File: src/rtl/ysyx_24080006_icache.sv
// Direct-mapped, read-only instruction cache between the IFU AXI read port (s_*) and the system bus (m_*).
// Misses refill a whole line with one INCR burst; fence_i invalidates every line at the next idle cycle.
module ysyx_24080006_icache #(
    parameter int unsigned LINES = 16,
    parameter int unsigned WORDS = 4
) (
    input  logic        clock,
    input  logic        reset,
    input  logic        fence_i,
    input  logic        s_arvalid,
    output logic        s_arready,
    input  logic [31:0] s_araddr,
    input  logic [3:0]  s_arid,
    input  logic [7:0]  s_arlen,
    input  logic [2:0]  s_arsize,
    input  logic [1:0]  s_arburst,
    output logic        s_rvalid,
    input  logic        s_rready,
    output logic [31:0] s_rdata,
    output logic [1:0]  s_rresp,
    output logic        s_rlast,
    output logic [3:0]  s_rid,
    output logic        m_arvalid,
    input  logic        m_arready,
    output logic [31:0] m_araddr,
    output logic [3:0]  m_arid,
    output logic [7:0]  m_arlen,
    output logic [2:0]  m_arsize,
    output logic [1:0]  m_arburst,
    input  logic        m_rvalid,
    output logic        m_rready,
    input  logic [31:0] m_rdata,
    input  logic [1:0]  m_rresp,
    input  logic        m_rlast
);
    localparam int unsigned OFFW = $clog2(WORDS);
    localparam int unsigned IDXW = $clog2(LINES);
    localparam int unsigned LSB  = OFFW + 2;
    localparam int unsigned TAGW = 32 - LSB - IDXW;

    typedef enum logic [2:0] {IDLE, LOOKUP, MISS_AR, REFILL, RESP} state_e;

    state_e           state_q, state_d;
    logic [31:0]      addr_q, addr_d;
    logic [LINES-1:0] valid_q, valid_d;
    logic             fence_pend_q, fence_pend_d;
    logic [31:0]      rdata_q, rdata_d;
    logic [1:0]       rresp_q, rresp_d;
    logic             err_q, err_d;
    logic             m_arvalid_q, m_arvalid_d;
    logic [OFFW:0]    cnt_q, cnt_d;

    logic [31:0]      data_q [LINES*WORDS];
    logic [TAGW-1:0]  tag_q  [LINES];

    logic [OFFW-1:0]      off;
    logic [IDXW-1:0]      idx;
    logic [TAGW-1:0]      tag;
    logic                 hit;
    logic                 beat;
    logic                 cnt_ovf;
    logic                 cnt_at_last;
    logic                 beat_bad;
    logic [1:0]           beat_code;
    logic                 fence_apply;
    logic                 data_we;
    logic                 tag_we;
    logic [IDXW+OFFW-1:0] data_waddr;
    logic                 unused_inputs;

    assign off = addr_q[LSB-1:2];
    assign idx = addr_q[LSB+IDXW-1:LSB];
    assign tag = addr_q[31:LSB+IDXW];
    assign hit = valid_q[idx] && (tag_q[idx] == tag);

    // cnt saturates at WORDS, so its MSB flags a beat past the end of the line
    assign beat        = (state_q == REFILL) && m_rvalid;
    assign cnt_ovf     = cnt_q[OFFW];
    assign cnt_at_last = !cnt_ovf && (&cnt_q[OFFW-1:0]);
    assign beat_bad    = cnt_ovf || (m_rlast && !cnt_at_last);
    assign beat_code   = (m_rresp != 2'b00) ? m_rresp : (beat_bad ? 2'b10 : 2'b00);
    assign fence_apply = (state_q == IDLE) && fence_pend_q;

    // State register
    always_ff @(posedge clock) begin
        if (reset) begin
            state_q <= IDLE;
        end else begin
            state_q <= state_d;
        end
    end

    // Next-state logic
    always_comb begin
        state_d = state_q;
        unique case (state_q)
            IDLE:    if (s_arvalid && !fence_pend_q) state_d = LOOKUP;
            LOOKUP:  state_d = hit ? RESP : MISS_AR;
            MISS_AR: if (m_arready) state_d = REFILL;
            REFILL:  if (beat && m_rlast) state_d = RESP;
            RESP:    if (s_rready) state_d = IDLE;
            default: state_d = IDLE;
        endcase
    end

    // FSM outputs
    always_comb begin
        s_arready = (state_q == IDLE) && !fence_pend_q && !reset;
        s_rvalid  = (state_q == RESP);
        m_rready  = (state_q == REFILL);
    end

    // Datapath next values and array write controls
    always_comb begin
        addr_d       = addr_q;
        valid_d      = valid_q;
        fence_pend_d = (fence_pend_q | fence_i) & ~fence_apply;
        rdata_d      = rdata_q;
        rresp_d      = rresp_q;
        err_d        = err_q;
        m_arvalid_d  = m_arvalid_q;
        cnt_d        = cnt_q;
        data_we      = 1'b0;
        tag_we       = 1'b0;
        data_waddr   = {idx, cnt_q[OFFW-1:0]};

        if (fence_apply) begin
            valid_d = '0;
        end
        if (s_arvalid && s_arready) begin
            addr_d = s_araddr;
        end

        unique case (state_q)
            LOOKUP: begin
                rresp_d = 2'b00;
                if (hit) begin
                    rdata_d = data_q[{idx, off}];
                end else begin
                    m_arvalid_d = 1'b1;
                    err_d       = 1'b0;
                end
            end
            MISS_AR: begin
                if (m_arready) begin
                    m_arvalid_d = 1'b0;
                    cnt_d       = '0;
                end
            end
            REFILL: begin
                if (beat) begin
                    if (!cnt_ovf) begin
                        data_we = 1'b1;
                        cnt_d   = cnt_q + 1'b1;
                        if (cnt_q[OFFW-1:0] == off) begin
                            rdata_d = m_rdata;
                        end
                    end
                    // First nonzero code is reported; later codes only keep the line invalid
                    if (rresp_q == 2'b00) begin
                        rresp_d = beat_code;
                    end
                    err_d = err_q | (beat_code != 2'b00);
                    if (m_rlast) begin
                        tag_we       = 1'b1;
                        valid_d[idx] = !(err_q || (beat_code != 2'b00));
                    end
                end
            end
            default: ;
        endcase
    end

    always_ff @(posedge clock) begin
        if (reset) begin
            addr_q       <= '0;
            valid_q      <= '0;
            fence_pend_q <= 1'b0;
            rdata_q      <= '0;
            rresp_q      <= 2'b00;
            err_q        <= 1'b0;
            m_arvalid_q  <= 1'b0;
            cnt_q        <= '0;
        end else begin
            addr_q       <= addr_d;
            valid_q      <= valid_d;
            fence_pend_q <= fence_pend_d;
            rdata_q      <= rdata_d;
            rresp_q      <= rresp_d;
            err_q        <= err_d;
            m_arvalid_q  <= m_arvalid_d;
            cnt_q        <= cnt_d;
        end
    end

    always_ff @(posedge clock) begin
        if (data_we) begin
            data_q[data_waddr] <= m_rdata;
        end
        if (tag_we) begin
            tag_q[idx] <= tag;
        end
    end

    assign s_rdata   = rdata_q;
    assign s_rresp   = rresp_q;
    assign s_rlast   = 1'b1;
    assign s_rid     = '0;
    assign m_arvalid = m_arvalid_q;
    assign m_araddr  = {addr_q[31:LSB], {LSB{1'b0}}};
    assign m_arid    = '0;
    assign m_arlen   = 8'(WORDS - 1);
    assign m_arsize  = 3'd2;
    assign m_arburst = 2'b01;

    assign unused_inputs = ^{s_arid, s_arlen, s_arsize, s_arburst, addr_q[1:0]};

endmodule

File: config.mk
export PLATFORM = sky130hd
export DESIGN_NAME = ysyx_24080006_icache
export DESIGN_NICKNAME = d
export VERILOG_FILES = /design/src/rtl/ysyx_24080006_icache.sv
export SDC_FILE = /design/constraint.sdc
export NUM_CORES = 2
export LEC_CHECK = 0
export CAP_MARGIN = 10
export CORE_MARGIN = 2
export CORE_UTILIZATION = 43
export DETAILED_ROUTE_END_ITERATION = 8
export PLACE_DENSITY_LB_ADDON = 0.12
export SLEW_MARGIN = 20
export SYNTH_ARGS = -nofsm -noshare
export SYNTH_HDL_FRONTEND = slang
export SYNTH_SLANG_ARGS = --single-unit
File: constraint.sdc
create_clock -name clock -period 4.04 [get_ports clock]
set_clock_uncertainty 0.1 [all_clocks]
set_input_delay 0.606 -clock clock [delete_from_list [all_inputs] [get_ports clock]]
set_output_delay 0.606 -clock clock [all_outputs]
set_load 0.03 [all_outputs]
==> run_results.csv <==
group,metric,value,unit
power,cellPowerDensity,486,nW/µm²
synth,synthArstFlopShare,0,
grt,grt-ovfl-total,0,
timing,holdWs,0.0643,ns
detailed_routing,drt_drc_violations_left,0,
grt,grt_util_all_layers,0.233,
setup_path,crit_path_end_kind,"output pin",
detailed_routing,wl_per_cell,33.2,µm
layout,area_growth,16.8,%
clocking,clockBufferDepth,4,
clocking,cts_sinks,2527,
timing,fin_ws,0.139,ns
synth,synth.distinct_cells,69,
die,die_x,481,µm
timing,period_needed,3.90,ns
synth,synth_seq_area_share,0.766,
die,initial_core_util,0.431,
synth,synth_most_common_cell,"edfxtp_1",
setup_path,critPathSlowestCell,"clkdlybuf4s50_1",
detailed_routing,drtPass1Iterations,5,
timing,rsz0062_at_grt,"no",
synth,synth-main-ff-cell,"edfxtp_1",
timing,slew_violations,0,
timing,max-slew-margin-rel,0.309,
timing,setup_viol_count_final,0,
layout,fin_nets,4986,
setup_path,cp-start-kind,"flop",
detailed_routing,antenna_left,0,
detailed_routing,viasPerCell,5.91,
run_status,status,"finished clean",
die,die_y,481,µm
synth,synth_area_leader_cell,"edfxtp_1",
setup_path,cp_data_arrival_time,3.19,ns
placement,place_hpwl,157000,µm
clocking,ctsHtreeMaxLevel,5,
placement,post-place-ws,0.0513,ns
grt,grt_first_pass_wirelength,377000,µm
detailed_routing,dr_total_vias,47900,
die,io_pins,183,
grt,first_global_vias,48300,
detailed_routing,wl,269000,µm
timing,fmax,256,MHz
synth,synth_edf_count,2432,
synth,netlist_instances,4361,
power,p_leak,35.6,nW
timing,tightest_slew,1.04,ns
die,fp-row-count,175,
synth,ys_seq_elements,2527,
timing,hold_viol,0,
clocking,cts-root-buf,"clkbuf_16",
layout,fillerInstances,18200,
clocking,cts-buffers-inserted,284,
setup_path,worstPathCellList,"nor2b_1 > nand2_2 > inv_2 > clkdlybuf4s50_1",
timing,setup_tns,0,ns
placement,gp_congestion,0.783,
synth,synth_top_area_frac,0.746,
grt,grt_antenna_before_repair,20,
clocking,clk_pin_slew,0.06,ns
clocking,cts_tree,"done",
grt,grt_max_degree,96,
layout,layout-drive-gt1-share,0.322,
setup_path,cp_slowest_stage_delay,0.75,ns
detailed_routing,drt_iter0_markers,5180,
synth,synth_area_leaders,"edfxtp_1, mux4_2, dfxtp_1",
setup_path,crit_fanout,10,
power,ir_drop,0.311,mV
setup_path,worstPathRequired,3.33,ns
synth,synth_area,97900,µm²
synth,yosysWarnings,0,
die,placeableCoreArea,227000,µm²
synth,postSynthAreaPerCell,22.4,µm²
clocking,insertion_delay,0.95,ns
placement,portBuffers,137,
synth,yosys-top-cells-count,"edfxtp_1, mux4_2, nor2_1, nand2_1, clkbuf_1",
setup_path,criticalPathCategory,"reg2out",
min_path,hp-class,"in2reg",
timing,fin_crit_sh,0.966,
flow_run,cap_violations,0,
setup_path,path_buf_inv,2,
setup_path,crit_family,"buffers and inverters",
die,die_area,231000,µm²
logic make-up after synthesis:
logic type                 synth area share
DFF                                   0.766
muxes                                 0.179
and+or+nand+nor                      0.0218
buffers and inverters                0.0161
AOI/OAI and AO/OA                    0.0153
xor gates and xnor gates            0.00215
other                             0.0000767
adders and majority gates          0.000128
layout by cell type (no fill, tap or decap), drive strengths merged, types with 14 or more instances in the layout:
cell type	instances
clkbuf	361
a211oi	22
nor2	125
nor3	48
edfxtp	2432
buf	410
clkdlybuf4s50	104
inv	18
mux2	50
o211ai	15
mux4	707
mux2i	96
o21ai	43
nand2b	15
nand3	31
clkinv	94
nand2	116
nor2b	26
a21oi	58
conb	26
dfxtp	95
a22oi	21
nor3b	25
bufinv	14
power by group:
group | internal [W] | switching [W] | total, W | leakage, nW
combinational | 0.00115 | 0.00166 | 0.00281 | 8.36
sequential | 0.0287 | 0.0000735 | 0.0288 | 23.1
clock | 0.0140 | 0.00997 | 0.0240 | 4.13
total | 0.0439 | 0.0117 | 0.0556 | 35.6
final timing paths:
check | startpoint | endpoint | slack, ns | cells past startpoint
setup / recovery | state_q[0]$_SDFFE_PP0P_ | m_rready | 0.14 | 4
hold / removal | m_rdata[10] | data_q[42][10]$_DFFE_PP_ | 0.06 | 1
setup reg to reg | flop | s_rdata[13]$_SDFFE_PP0P_ | 0.19 | 12
hold reg to reg | s_rdata[11]$_SDFFE_PP0P_ | s_rdata[11]$_SDFFE_PP0P_ | 0.38 | 2
timing repair:
item / in CTS / in global routing
setup buffers: 0 / 8
hold endpoints to repair: 27 / 0
gates resized for setup: 0 / 1
hold buffers: 2 / 0
endpoints found under the setup margin: 0 / 30
sequential cells by signal, summed over array words and instances, names as in the netlist, 2 cells and up, named ones only:
register	flops
cnt_q	3
s_rresp	2
s_rdata	32
addr_q	30
state_q	3
tag_q	384
data_q	2048
valid_q	16
per-layer routing:
metal / GRT usage / part of all wire / routed length [µm]
met1: 0.331 / 0.42 / 114000
met2: 0.383 / 0.49 / 133000
met3: 0.0355 / 0.060 / 16300
met4: 0.0542 / 0.021 / 5690
met5: 0 / 0 / 0
cell type report:
cell class                 count  area [µm²]  share of cell area
tap                         3009        3760              0.0329
sequential                  2527       75000               0.656
clock inverter               112         888             0.00777
antenna                       10        25.0            0.000219
timing repair buffer         516        5020              0.0440
multi-input combinational   1550       22100               0.193
inverter                      15        66.3            0.000580
clock buffer                 361        7540              0.0660
through the flow:
stage                     std cells  area [µm²]  utilization  power, W
after floorplan                4385       98000            -    0.0308
after global placement         7607      106000        0.466    0.0322
after detailed placement       7607      106000        0.466    0.0322
after CTS                      8082      114000        0.504    0.0561
after global routing           8094      114000        0.504    0.0573
final                          8100      114000        0.504    0.0556
Power figures use the tool's default switching activity.
